==> src/rtl/ram_dma_controller.sv <==
// DMA sequencer between SSRAM port B and the system bus, programmed through
// custom instruction 1; transfers are split into bursts with bus release in between.
//
// state       | meaning
// IDLE        | waiting for a start command
// REQ         | requesting the bus until grant is sampled
// BURST_BEGIN | one-cycle busBeginTx with address and burst size
// RD          | bus read beats written into RAM
// PREF        | first RAM address of a write burst presented
// WR          | RAM words streamed onto the bus
// BURST_END   | one-cycle busEndTx after the last write beat
// NEXT        | bus released for a cycle, bus address advanced
module ram_dma_controller (
  input  logic        clock,
  input  logic        reset,
  input  logic        ciStart,
  input  logic [7:0]  ciN,
  input  logic [31:0] ciValueA,
  input  logic [31:0] ciValueB,
  output logic        ciDone,
  output logic [31:0] ciResult,
  output logic [8:0]  ramAddressB,
  output logic        ramWriteEnableB,
  output logic [31:0] ramDataOutB,
  input  logic [31:0] ramDataInB,
  output logic        busRequest,
  input  logic        busGrant,
  output logic        busBeginTx,
  output logic [31:0] busAddress,
  output logic [7:0]  busBurstSize,
  output logic        busReadNotWrite,
  input  logic [31:0] busDataIn,
  input  logic        busDataInValid,
  input  logic        busEndIn,
  output logic [31:0] busDataOut,
  output logic        busDataOutValid,
  input  logic        busBusy,
  output logic        busEndTx,
  input  logic        busError
);

  localparam logic [7:0] customInstructionId = 8'd1;

  typedef enum logic [2:0] {
    IDLE, REQ, BURST_BEGIN, RD, PREF, WR, BURST_END, NEXT
  } stateT;

  stateT state, stateNext;

  logic [31:0] busStartReg;
  logic [8:0]  memStartReg;
  logic [9:0]  blockSizeReg;
  logic [7:0]  burstSizeReg;
  logic        errorReg;
  logic        readMode;

  logic [31:0] busAddr;
  logic [8:0]  memAddr;
  logic [9:0]  remaining;
  logic [8:0]  burstBeats;
  logic [8:0]  beatsLeft;

  logic        isMyCi;
  logic        ciWrite;
  logic [2:0]  ciSel;
  logic        busy;
  logic        startCmd;
  logic        fitsInBurst;
  logic [8:0]  nextBeats;
  logic        rdBeat;
  logic        beatAccept;
  logic        abort;
  logic        unusedBits;

  assign isMyCi     = ciStart & (ciN == customInstructionId);
  assign ciWrite    = isMyCi & ciValueA[9];
  assign ciSel      = ciValueA[12:10];
  assign busy       = (state != IDLE);
  assign abort      = busError & busy;
  assign startCmd   = ciWrite & (ciSel == 3'd5) & (ciValueB[0] | ciValueB[1])
                    & ~busy & (blockSizeReg != 10'd0);
  assign unusedBits = ^{ciValueA[31:13], ciValueA[8:0]};

  // The last burst of a block may be shorter than the programmed burst length.
  assign fitsInBurst = (remaining <= {2'b00, burstSizeReg});
  assign nextBeats   = fitsInBurst ? remaining[8:0] : ({1'b0, burstSizeReg} + 9'd1);

  assign ciDone = isMyCi;

  always_comb begin
    ciResult = 32'd0;
    if (isMyCi) begin
      case (ciSel)
        3'd1:    ciResult = busStartReg;
        3'd2:    ciResult = {23'd0, memStartReg};
        3'd3:    ciResult = {22'd0, blockSizeReg};
        3'd4:    ciResult = {24'd0, burstSizeReg};
        3'd5:    ciResult = {30'd0, errorReg, busy};
        default: ciResult = 32'd0;
      endcase
    end
  end

  always_ff @(posedge clock) begin
    if (!reset) begin
      busStartReg  <= 32'd0;
      memStartReg  <= 9'd0;
      blockSizeReg <= 10'd0;
      burstSizeReg <= 8'd15;
    end else if (ciWrite && !busy) begin
      case (ciSel)
        3'd1:    busStartReg  <= {ciValueB[31:2], 2'b00};
        3'd2:    memStartReg  <= ciValueB[8:0];
        3'd3:    blockSizeReg <= (ciValueB > 32'd512) ? 10'd512 : ciValueB[9:0];
        3'd4:    burstSizeReg <= ciValueB[7:0];
        default: ;
      endcase
    end
  end

  always_comb begin
    stateNext       = state;
    busRequest      = 1'b0;
    busBeginTx      = 1'b0;
    busAddress      = 32'd0;
    busBurstSize    = 8'd0;
    busReadNotWrite = 1'b0;
    busDataOut      = 32'd0;
    busDataOutValid = 1'b0;
    busEndTx        = 1'b0;
    ramAddressB     = 9'd0;
    ramWriteEnableB = 1'b0;
    ramDataOutB     = 32'd0;
    rdBeat          = 1'b0;
    beatAccept      = 1'b0;
    case (state)
      IDLE: begin
        if (startCmd) stateNext = REQ;
      end
      REQ: begin
        busRequest      = 1'b1;
        busReadNotWrite = readMode;
        if (busGrant) stateNext = BURST_BEGIN;
      end
      BURST_BEGIN: begin
        busRequest      = 1'b1;
        busReadNotWrite = readMode;
        busBeginTx      = 1'b1;
        busAddress      = busAddr;
        busBurstSize    = fitsInBurst ? (remaining[7:0] - 8'd1) : burstSizeReg;
        stateNext       = readMode ? RD : PREF;
      end
      RD: begin
        busRequest      = 1'b1;
        busReadNotWrite = 1'b1;
        ramAddressB     = memAddr;
        if (busDataInValid) begin
          ramWriteEnableB = 1'b1;
          ramDataOutB     = busDataIn;
          rdBeat          = 1'b1;
        end
        if (busEndIn) stateNext = NEXT;
      end
      PREF: begin
        busRequest  = 1'b1;
        ramAddressB = memAddr;
        stateNext   = WR;
      end
      WR: begin
        busRequest      = 1'b1;
        busDataOutValid = 1'b1;
        busDataOut      = ramDataInB;
        beatAccept      = ~busBusy;
        // Look one word ahead on accept so the next beat needs no bubble.
        ramAddressB     = beatAccept ? (memAddr + 9'd1) : memAddr;
        if (beatAccept && (beatsLeft == 9'd1)) stateNext = BURST_END;
      end
      BURST_END: begin
        busRequest = 1'b1;
        busEndTx   = 1'b1;
        stateNext  = NEXT;
      end
      NEXT: begin
        stateNext = (remaining == 10'd0) ? IDLE : REQ;
      end
      default: stateNext = IDLE;
    endcase
    if (abort) stateNext = IDLE;
  end

  always_ff @(posedge clock) begin
    if (!reset) begin
      state      <= IDLE;
      errorReg   <= 1'b0;
      readMode   <= 1'b0;
      busAddr    <= 32'd0;
      memAddr    <= 9'd0;
      remaining  <= 10'd0;
      burstBeats <= 9'd0;
      beatsLeft  <= 9'd0;
    end else begin
      state <= stateNext;
      if (startCmd) begin
        errorReg  <= 1'b0;
        readMode  <= ciValueB[0];
        busAddr   <= busStartReg;
        memAddr   <= memStartReg;
        remaining <= blockSizeReg;
      end
      if (abort) errorReg <= 1'b1;
      if (state == BURST_BEGIN) begin
        burstBeats <= nextBeats;
        beatsLeft  <= nextBeats;
      end
      if (rdBeat || beatAccept) begin
        memAddr   <= memAddr + 9'd1;
        beatsLeft <= beatsLeft - 9'd1;
        if (remaining != 10'd0) remaining <= remaining - 10'd1;
      end
      if (state == NEXT) busAddr <= busAddr + {21'd0, burstBeats, 2'b00};
    end
  end

endmodule

==> config.mk <==
export PLATFORM = sky130hd
export DESIGN_NAME = ram_dma_controller
export DESIGN_NICKNAME = d
export VERILOG_FILES = /design/src/rtl/ram_dma_controller.sv
export SDC_FILE = /design/constraint.sdc
export NUM_CORES = 1
export LEC_CHECK = 0
export CAP_MARGIN = 20
export CORE_UTILIZATION = 25
export CTS_CLUSTER_SIZE = 25
export DETAILED_ROUTE_END_ITERATION = 12
export HOLD_SLACK_MARGIN = 0.1
export PLACE_DENSITY = 0.58
export SYNTH_ARGS = -nofsm -noshare
export SYNTH_HDL_FRONTEND = slang
export SYNTH_SLANG_ARGS = --single-unit
==> constraint.sdc <==
create_clock -name clock -period 2.4 [get_ports clock]
set_clock_uncertainty 0.1 [all_clocks]
set_input_delay 0.48 -clock clock [delete_from_list [all_inputs] [get_ports clock]]
set_output_delay 0.48 -clock clock [all_outputs]
set_load 0.005 [all_outputs]
# Word-level counts from Yosys, hierarchy flattened
# Cells that the tools add are included.
[op_classes]
n_bitwise = 11
n_shift = 0
mux = 38
magnitude_cmp = 2
div_mod_pow = 0
n_mul = 0
eq_ne = 18
reduce_logical = 22
addsub = 6
[ops]
columns = ["op", "n"]
rows = [
  ["$mux W32", 7],
  ["$pmux W32 S5", 1],
  ["$mux W9", 6],
  ["$mux W10", 4],
  ["$add A32 B11 Y32", 1],
  ["$gt A32 B10 Y1 const B", 1],
  ["$pmux W3 S8", 1],
  ["$reduce_bool A10 Y1", 2],
  ["$eq A3 B3 Y1 const B", 6],
  ["$pmux W9 S2", 1],
  ["$mux W8", 2],
  ["$mux W3", 5],
  ["$eq A3 B2 Y1 const B", 4],
  ["$le A10 B8 Y1", 1],
  ["$logic_not A10 Y1", 1],
  ["$mux W1", 10],
  ["$sub A10 B1 Y10 const B", 1],
  ["$add A8 B1 Y9 const B", 1],
  ["$add A9 B1 Y9 const B", 1],
  ["$eq A9 B1 Y1 const B", 1],
  ["$sub A9 B1 Y9 const B", 1],
  ["$eq A8 B1 Y1 const B", 1],
  ["$ne A2 B2 Y1 const B", 4],
  ["$reduce_and A2 Y1", 4],
  ["other kinds (15)", 30],
]
[word_totals]
reg_bits = 131
word_cells = 109
memories = 0
inputBits = 144
ram_bits = 0
rom_bits = 0
out_inout_bits = 152
latchBits = 0

# Logic depth before layout (Yosys ltp)
# Gate-level depths: netlist (run 1).
[logic_depth]
ltp_word = 10
ltp_mapped = 9
mapped_depth_nobuf = 8

# Worst setup path before layout (run 1)
# Ideal clock, no wire load.
[synth_timing]
path_type = "register -> output"
from = "register burstSizeReg[3]"
to = "output busBurstSize[2]"
required_ns = 1.820
path_buffers = 1
arrival_time_ns = 2.168
path_stages_with_launch = 10
path_slack_ns = -0.348
cell_sequence = "dfxtp_1 > inv_1 > ha_1 > nand4_1 > a21oi_1 > o311ai_1 > a21oi_1 > clkbuf_1 > nor2_1 > a211oi_1"
[synth_between]
elab_chain_len = 3
[synth_rtl]
columns = ["item", "line_no", "rtl"]
rows = [
  ["start: declaration", "53", "logic [7:0] burstSizeReg;"],
  ["start signal: assignment", "115", "3'd4: burstSizeReg <= ciValueB[7:0];"],
  ["$le A10 B8 Y1", "85", "assign fitsInBurst = (remaining <= {2'b00, burstSizeReg});"],
  ["$mux W8", "150", "busBurstSize = fitsInBurst ? (remaining[7:0] - 8'd1) : burstSizeReg;"],
  ["$mux W8", "136", "case (state)"],
  ["end: declaration", "30", "output logic [7:0] busBurstSize,"],
]
# No other way between the ends.

# Worst setup path in the final report (run 1)
[layout_timing]
from = "register burstSizeReg[3]"
to = "output busBurstSize[0]"
# The elaborated chain is that of the path after synthesis.

==> results of run 1 <==
-- flip-flops by register name, indices dropped and copies added (netlist names) --
| name | cells |
|---|---|
| beatsLeft | 9 |
| blockSizeReg | 10 |
| burstBeats | 9 |
| burstSizeReg | 8 |
| busAddr | 30 |
| busStartReg | 30 |
| errorReg | 1 |
| memAddr | 9 |
| memStartReg | 9 |
| readMode | 1 |
| remaining | 10 |
| state | 3 |
-- worst max path at each step --
stage,end,startpoint,slack [ps]
2_1_floorplan,remaining[5]$_SDFF_PN0_,remaining[1]$_SDFF_PN0_,-200
3_3_place_gp,busBurstSize[7],burstSizeReg[7]$_SDFFE_PN0P_,-690
3_5_place_dp,busBurstSize[7],burstSizeReg[7]$_SDFFE_PN0P_,-710
4_1_cts,busBurstSize[7],remaining[0]$_SDFF_PN0_,-730
5_1_grt,busBurstSize[0],burstSizeReg[3]$_SDFFE_PN1P_,-730
6_report,busBurstSize[0],burstSizeReg[3]$_SDFFE_PN1P_,-650
-- critical path: stages (launching register included) --
cell and delay [ps]:
dfxtp_2 330, inv_2 50, ha_4 260, nand4_1 140, a21oi_2 170, o311ai_2 110, a21oi_2 220, buf_4 150
mux2i_2 230, buf_4 150, and2_4 130, buf_6 80
-- area by class of cell --
class | instances | area (µm²)
diodes | 1 | 2.50
clock buffers | 18 | 429
clock inverters | 14 | 145
fillers | 3090 | 16600
inverters | 26 | 101
multi-input cells | 885 | 6270
flip-flops and latches | 129 | 2610
well taps | 435 | 544
repair buffers | 567 | 5050
-- per-layer routing --
metal	wire length, µm	vias to the layer above	track usage	share of wire
met5	0	-	0	0
met1	16600	5048	0.283	0.42
met4	738	0	0.0736	0.019
met3	2370	51	0.0391	0.060
li1	-	5019	-	-
met2	19900	436	0.392	0.50
-- metrics by stage --
step                 util  area [µm²]  setup TNS (ps)  power [mW]
floorplan               -        8220           -1580        2.26
global placement    0.402       12800          -72230        2.55
detailed placement  0.402       12800          -79110        2.55
CTS                 0.461       14600          -11400        5.14
global route        0.477       15200          -15590        5.26
finish              0.477       15200           -9090        5.12
-- power by group --
part | total, mW | switching [mW] | internal, mW
Combinational | 0.396 | 0.155 | 0.241
Sequential | 2.13 | 0.000117 | 2.13
Clock | 2.59 | 1.13 | 1.46
Total | 5.12 | 1.28 | 3.84
-- kinds of logic (layout without fill, tap and decap cells) --
kind of cell    Yosys count  after routing  synth area share
compound gates          297            297             0.231
simple gates            526            526             0.321
buf+inv                 104            625            0.0503
mux                      16             16            0.0202
other cells               1              3          0.000461
fa+ha+maj                23             23            0.0363
xor+xnor                 21             21            0.0226
flops                   129            129             0.318
-- cell usage in the layout, fill, tap and decap left out, drive strengths merged, types with 11 or more instances in the layout --
cell type / instances
ha: 22
inv: 34
a22oi: 26
a21oi: 108
xnor2: 11
nand2: 160
dlygate4sd2: 11
nor4: 12
o21ai: 53
nor3: 25
clkbuf: 90
mux2i: 13
and2: 93
o211ai: 11
dfxtp: 129
clkdlybuf4s50: 99
a31oi: 14
nor2: 103
and3: 44
a221oi: 18
buf: 374
nand3: 38
a211oi: 14
-- repair_timing --
action	4_1_cts	5_1_grt
pin swaps	70	65
cloned	12	6
buffers inserted	75	28
gates resized for setup	639	326
setup endpoints to repair	186	180
==> metrics.csv, run 1 <==
stage;metric;value;unit
synth;yosys.area.top_type_share;0.318;
global_route;grt_pass1_vias;10100;
timing;fin_crit_sh;1.27;
critical_path;r2r-end;remaining[6]$_SDFF_PN0_;
synth;syn_area;8130;µm²
synth;synth_cells;1117;
layout;syn_to_final_growth;86.5;%
clocking;root_buffer;clkbuf_16;
synth;yosysTopAreaCell;dfxtp_1;
timing;relSlewSlack;0.645;
floorplanning;coreArea;31800;µm²
timing;finalHoldViolations;0;
floorplanning;die_w;182;µm
global_route;grt_max_degree;59;
clocking;cts.path.max_buffers;2;
timing;fin_ws;-650;ps
detailed_routing;viasPerCell;5.09;
clocking;clkLatencyLatePin;430;ps
placed_design;pre_cts_ws;-712;ps
synth;synth_ff_type;dfxtp_1;
detailed_routing;first_pass_iters;5;
timing;setup_violations;61;
detailed_routing;wirelength;39600;µm
timing;maxSlewViolCount;0;
outcome;status;finished, violations left;
synth;synth-edff-count;0;
timing;grt_setup_unrepaired;yes;
critical_path;cp_max_fo;4;
critical_path;rrSetupSlack;-330;ps
floorplanning;pin_count;296;
critical_path;worstSetupPathType;reg2out;
synth;ys_ff_latch;129;
synth;synth_most_common_cell;nand2_1;
global_route;grt_antenna_before_repair;1;
placed_design;dp_cells;1948;
synth;ys_top_cells_by_area;dfxtp_1, nand2_1, and2_1, a21oi_1, nor2_1;
synth;synthArstFlopShare;0;
job;cap_violations;0;
hold_path;hold_path_startpoint;burstBeats[3]$_SDFFE_PN0P_;
synth;ys_top_cells_by_count;nand2_1, dfxtp_1, a21oi_1;
detailed_routing;num_vias;10600;
global_route;track_usage;0.226;
placed_design;gp_congestion;0.932;
timing;max_freq;328;MHz
critical_path;cp-start-kind;flop;
clocking;h-tree-depth;4;
outcome;violations;negative setup slack;
power;leakage;6.30;nW
power;peakVddDrop;364;µV
synth;synth.distinct_cells;70;
detailed_routing;wl_per_cell;19.1;µm
placed_design;hpwl;28100;µm
hold_path;holdPathEnd;burstBeats[3]$_SDFFE_PN0P_;
floorplanning;initial_core_util;0.256;
detailed_routing;drt_iter0_drc;658;
critical_path;cp-end-kind;output pin;
detailed_routing;drtAntennaViolNets;0;
clocking;cts_hold_buffers;0;
placed_design;portBuffers;265;
floorplanning;die_y;182;µm
critical_path;rr_worst_depth;11;
synth;ys_seq_area_frac;0.318;
critical_path;cp_data_required_time;1820;ps
floorplanning;die-area;33200;µm²
hold_path;hold_class;reg2reg;
floorplanning;rows;65;
hold_path;min_delay_path_depth;2;
clocking;cts.sinks;129;
clocking;cts_made_buffers;17;
timing;fin_hold_ws;365;ps
clocking;clk_pin_slew_worst_paths;60;ps
synth;yosys_warnings;0;
timing;tightest_slew;531;ps
timing;period_needed;3050;ps
synth;syn_area_per_cell;7.28;µm²
layout;drive_gt1_frac;0.431;
global_route;grt_overflow;0;
layout;nets;1793;
critical_path;r2r_start;remaining[0]$_SDFF_PN0_;
global_route;grt_pass1_wl;57900;µm
power;pwr_density_cell;338;nW/µm²
clocking;tritoncts;done;
layout;fin_cells;2075;
critical_path;cp.arrival;2470;ps
detailed_routing;drc;0;
(Power assumes the default switching activity.)
==> inputs of run 2 (changes only) <==
--- a/config.mk
+++ b/config.mk
@@ -10,7 +10,6 @@
 export CTS_CLUSTER_SIZE = 25
 export DETAILED_ROUTE_END_ITERATION = 12
 export HOLD_SLACK_MARGIN = 0.1
-export PLACE_DENSITY = 0.58
 export SYNTH_ARGS = -nofsm -noshare
 export SYNTH_HDL_FRONTEND = slang
 export SYNTH_SLANG_ARGS = --single-unit
==> metrics.csv, run 2 (same netlist as run 1, synthesis figures left out) <==
stage;metric;value;unit;change
outcome;status;finished, violations left;;unchanged
outcome;violations;negative setup slack;;unchanged
critical_path;path_buf_inv;4;;unchanged
global_route;grt_antenna_before_repair;1;;unchanged
global_route;grt_pass1_vias;9904;;was 10.1k
layout;layout_common_cells;buf_4, nand2_1, dfxtp_1;;unchanged
floorplanning;rows;65;;unchanged
global_route;track_usage;0.220;;was 0.226
timing;relSlewSlack;0.630;;was 0.645
layout;seq_area;2620;µm²;was 2610 µm²
power;pwr_density_cell;338;nW/µm²;about the same
floorplanning;die-area;33200;µm²;unchanged
floorplanning;die_y;182;µm;unchanged
clocking;tritoncts;done;;unchanged
layout;insertedDiodeCount;0;;was 1
layout;syn_to_final_growth;87.0;%;was 86.5%
critical_path;cp_cell_sequence;buf_6, ha_4, nand4_1, a21oi_2, o311ai_2, a21oi_2, buf_4, mux2i_2, buf_4, and2_4, buf_6;;was inv_2, ha_4, nand4_1, a21oi_2, o311ai_2, a21oi_2, buf_4, mux2i_2, buf_4, and2_4, buf_6
layout;fin_area;15200;µm²;about the same
clocking;cts_made_buffers;17;;unchanged
global_route;grt_max_degree;45;;was 59
placed_design;gp_congestion;0.946;;was 0.932
detailed_routing;num_vias;10500;;was 10.6k
detailed_routing;wl_per_cell;18.6;µm;was 19.1 µm
clocking;cts.sinks;129;;unchanged
clocking;root_buffer;clkbuf_16;;unchanged
timing;max_freq;333;MHz;was 328 MHz
power;power.total;5.13;mW;was 5.12 mW
layout;fillers;3073;;was 3,090
critical_path;cp_max_fo;3;;was 4
placed_design;place_area;12700;µm²;was 12,800 µm²
layout;drive_gt1_frac;0.400;;was 0.431
power;leakage;6.35;nW;was 6.30 nW
clocking;cts.path.max_buffers;2;;unchanged
layout;top_regs;busAddr: 30 flops, busStartReg: 30 flops;;unchanged
global_route;grt_pass1_wl;56200;µm;was 57,900 µm
critical_path;critPathSlowestCell;dfxtp_2;;unchanged
timing;period_needed;3010;ps;was 3050 ps
critical_path;slowest_delay;330;ps;about the same
floorplanning;initial_core_util;0.256;;unchanged
detailed_routing;drt_iter0_drc;662;;was 658
timing;tightest_slew;553;ps;was 531 ps
critical_path;worstSetupPathType;reg2out;;unchanged
detailed_routing;drc;0;;unchanged
placed_design;hpwl;28000;µm;was 28,100 µm
detailed_routing;first_pass_iters;5;;unchanged
layout;final_util;0.478;;was 0.477
timing;grt_setup_unrepaired;yes;;unchanged
critical_path;cp_data_required_time;1820;ps;about the same
timing;tns;-8640;ps;was -9090 ps
clocking;h-tree-depth;4;;unchanged
critical_path;critical-path-top-delay-family;buffers and inverters;;was compound AO/OA/AOI/OAI gates
global_route;grt_overflow;0;;unchanged
power;peakVddDrop;483;µV;was 364 µV
clocking;clkLatencyLatePin;430;ps;about the same
floorplanning;coreArea;31800;µm²;unchanged
hold_path;hold_class;reg2reg;;unchanged
timing;finalHoldViolations;0;;unchanged
detailed_routing;drtAntennaViolNets;0;;unchanged
layout;multiInputGateArea;6350;µm²;was 6270 µm²
layout;final_common_cell;buf_4;;unchanged
floorplanning;die_w;182;µm;unchanged
timing;maxSlewViolCount;0;;unchanged
timing;fin_ws;-606;ps;was -650 ps
critical_path;cp.arrival;2430;ps;was 2470 ps
timing;fin_crit_sh;1.25;;was 1.27
detailed_routing;wirelength;38200;µm;was 39,600 µm
layout;fin_cells;2053;;was 2,075
critical_path;cp-end-kind;output pin;;unchanged
placed_design;dp_cells;1937;;was 1,948
floorplanning;pin_count;296;;unchanged
detailed_routing;viasPerCell;5.12;;was 5.09
placed_design;portBuffers;265;;unchanged
critical_path;cp-start-kind;flop;;unchanged
clocking;clk_pin_slew_worst_paths;60;ps;about the same
timing;setup_violations;32;;was 61
job;cap_violations;0;;unchanged
layout;nets;1773;;was 1,793
## run 2: cell type report
| class | count | share of cell area |
|---|---|---|
| clock inverters | 9 | 0.00700 |
| flip-flops and latches | 129 | 0.172 |
| clock buffers | 22 | 0.0319 |
| inverters | 26 | 0.00675 |
| well taps | 435 | 0.0358 |
| repair buffers | 547 | 0.329 |
| multi-input cells | 885 | 0.417 |
## run 2: worst reg2reg max path, delay by kind of cell (launching register included)
family / cells / cell delay (ps)
fa+ha+maj: 1 / 120
buf+inv: 5 / 580
compound gates: 2 / 430
flops: 1 / 360
simple gates: 4 / 1100
## run 2: worst paths after layout
check | start | end | slack, ps | cells past startpoint
max | remaining[2]$_SDFF_PN0_ | busBurstSize[0] | -610 | 11
min | burstBeats[3]$_SDFFE_PN0P_ | burstBeats[3]$_SDFFE_PN0P_ | 370 | 2
max reg2reg | remaining[1]$_SDFF_PN0_ | remaining[5]$_SDFF_PN0_ | -420 | 12
min reg2reg | burstBeats[3]$_SDFFE_PN0P_ | burstBeats[3]$_SDFFE_PN0P_ | 370 | 2
## run 2: stage by stage
step	worst slack, ps	hold slack, ps
after floorplan	-196	336
after global placement	-684	362
after detailed placement	-737	359
after CTS	-661	367
after global routing	-729	399
final	-606	367
## run 2: per-layer routing
| metal | track usage | vias to the layer above | part of all wire |
|---|---|---|---|
| met4 | 0.0877 | 2 | 0.035 |
| met2 | 0.387 | 460 | 0.49 |
| met3 | 0.0357 | 77 | 0.067 |
| met1 | 0.265 | 4993 | 0.41 |
| li1 | - | 4984 | - |
| met5 | 0 | - | 0.00034 |
## run 2: where the power goes
part / total, mW / switching [mW] / internal, mW
combinational: 0.385 / 0.153 / 0.232
sequential: 2.14 / 0.000120 / 2.13
clock: 2.61 / 0.988 / 1.63
## run 2: timing repair
action                                  CTS  global route
setup buffers                            58            28
gates cloned                             12             6
pin swaps                                64            84
endpoints found under the setup margin  172           184
hold buffers                              0             0
resized for setup                       551           305
==> inputs of run 3 (changes only) <==
--- a/config.mk
+++ b/config.mk
@@ -7,7 +7,6 @@
 export LEC_CHECK = 0
 export CAP_MARGIN = 20
 export CORE_UTILIZATION = 25
-export CTS_CLUSTER_SIZE = 25
 export DETAILED_ROUTE_END_ITERATION = 12
 export HOLD_SLACK_MARGIN = 0.1
 export SYNTH_ARGS = -nofsm -noshare
==> results of run 3 <==
No change in the layout: final DEF, timing and power equal those of run 2.
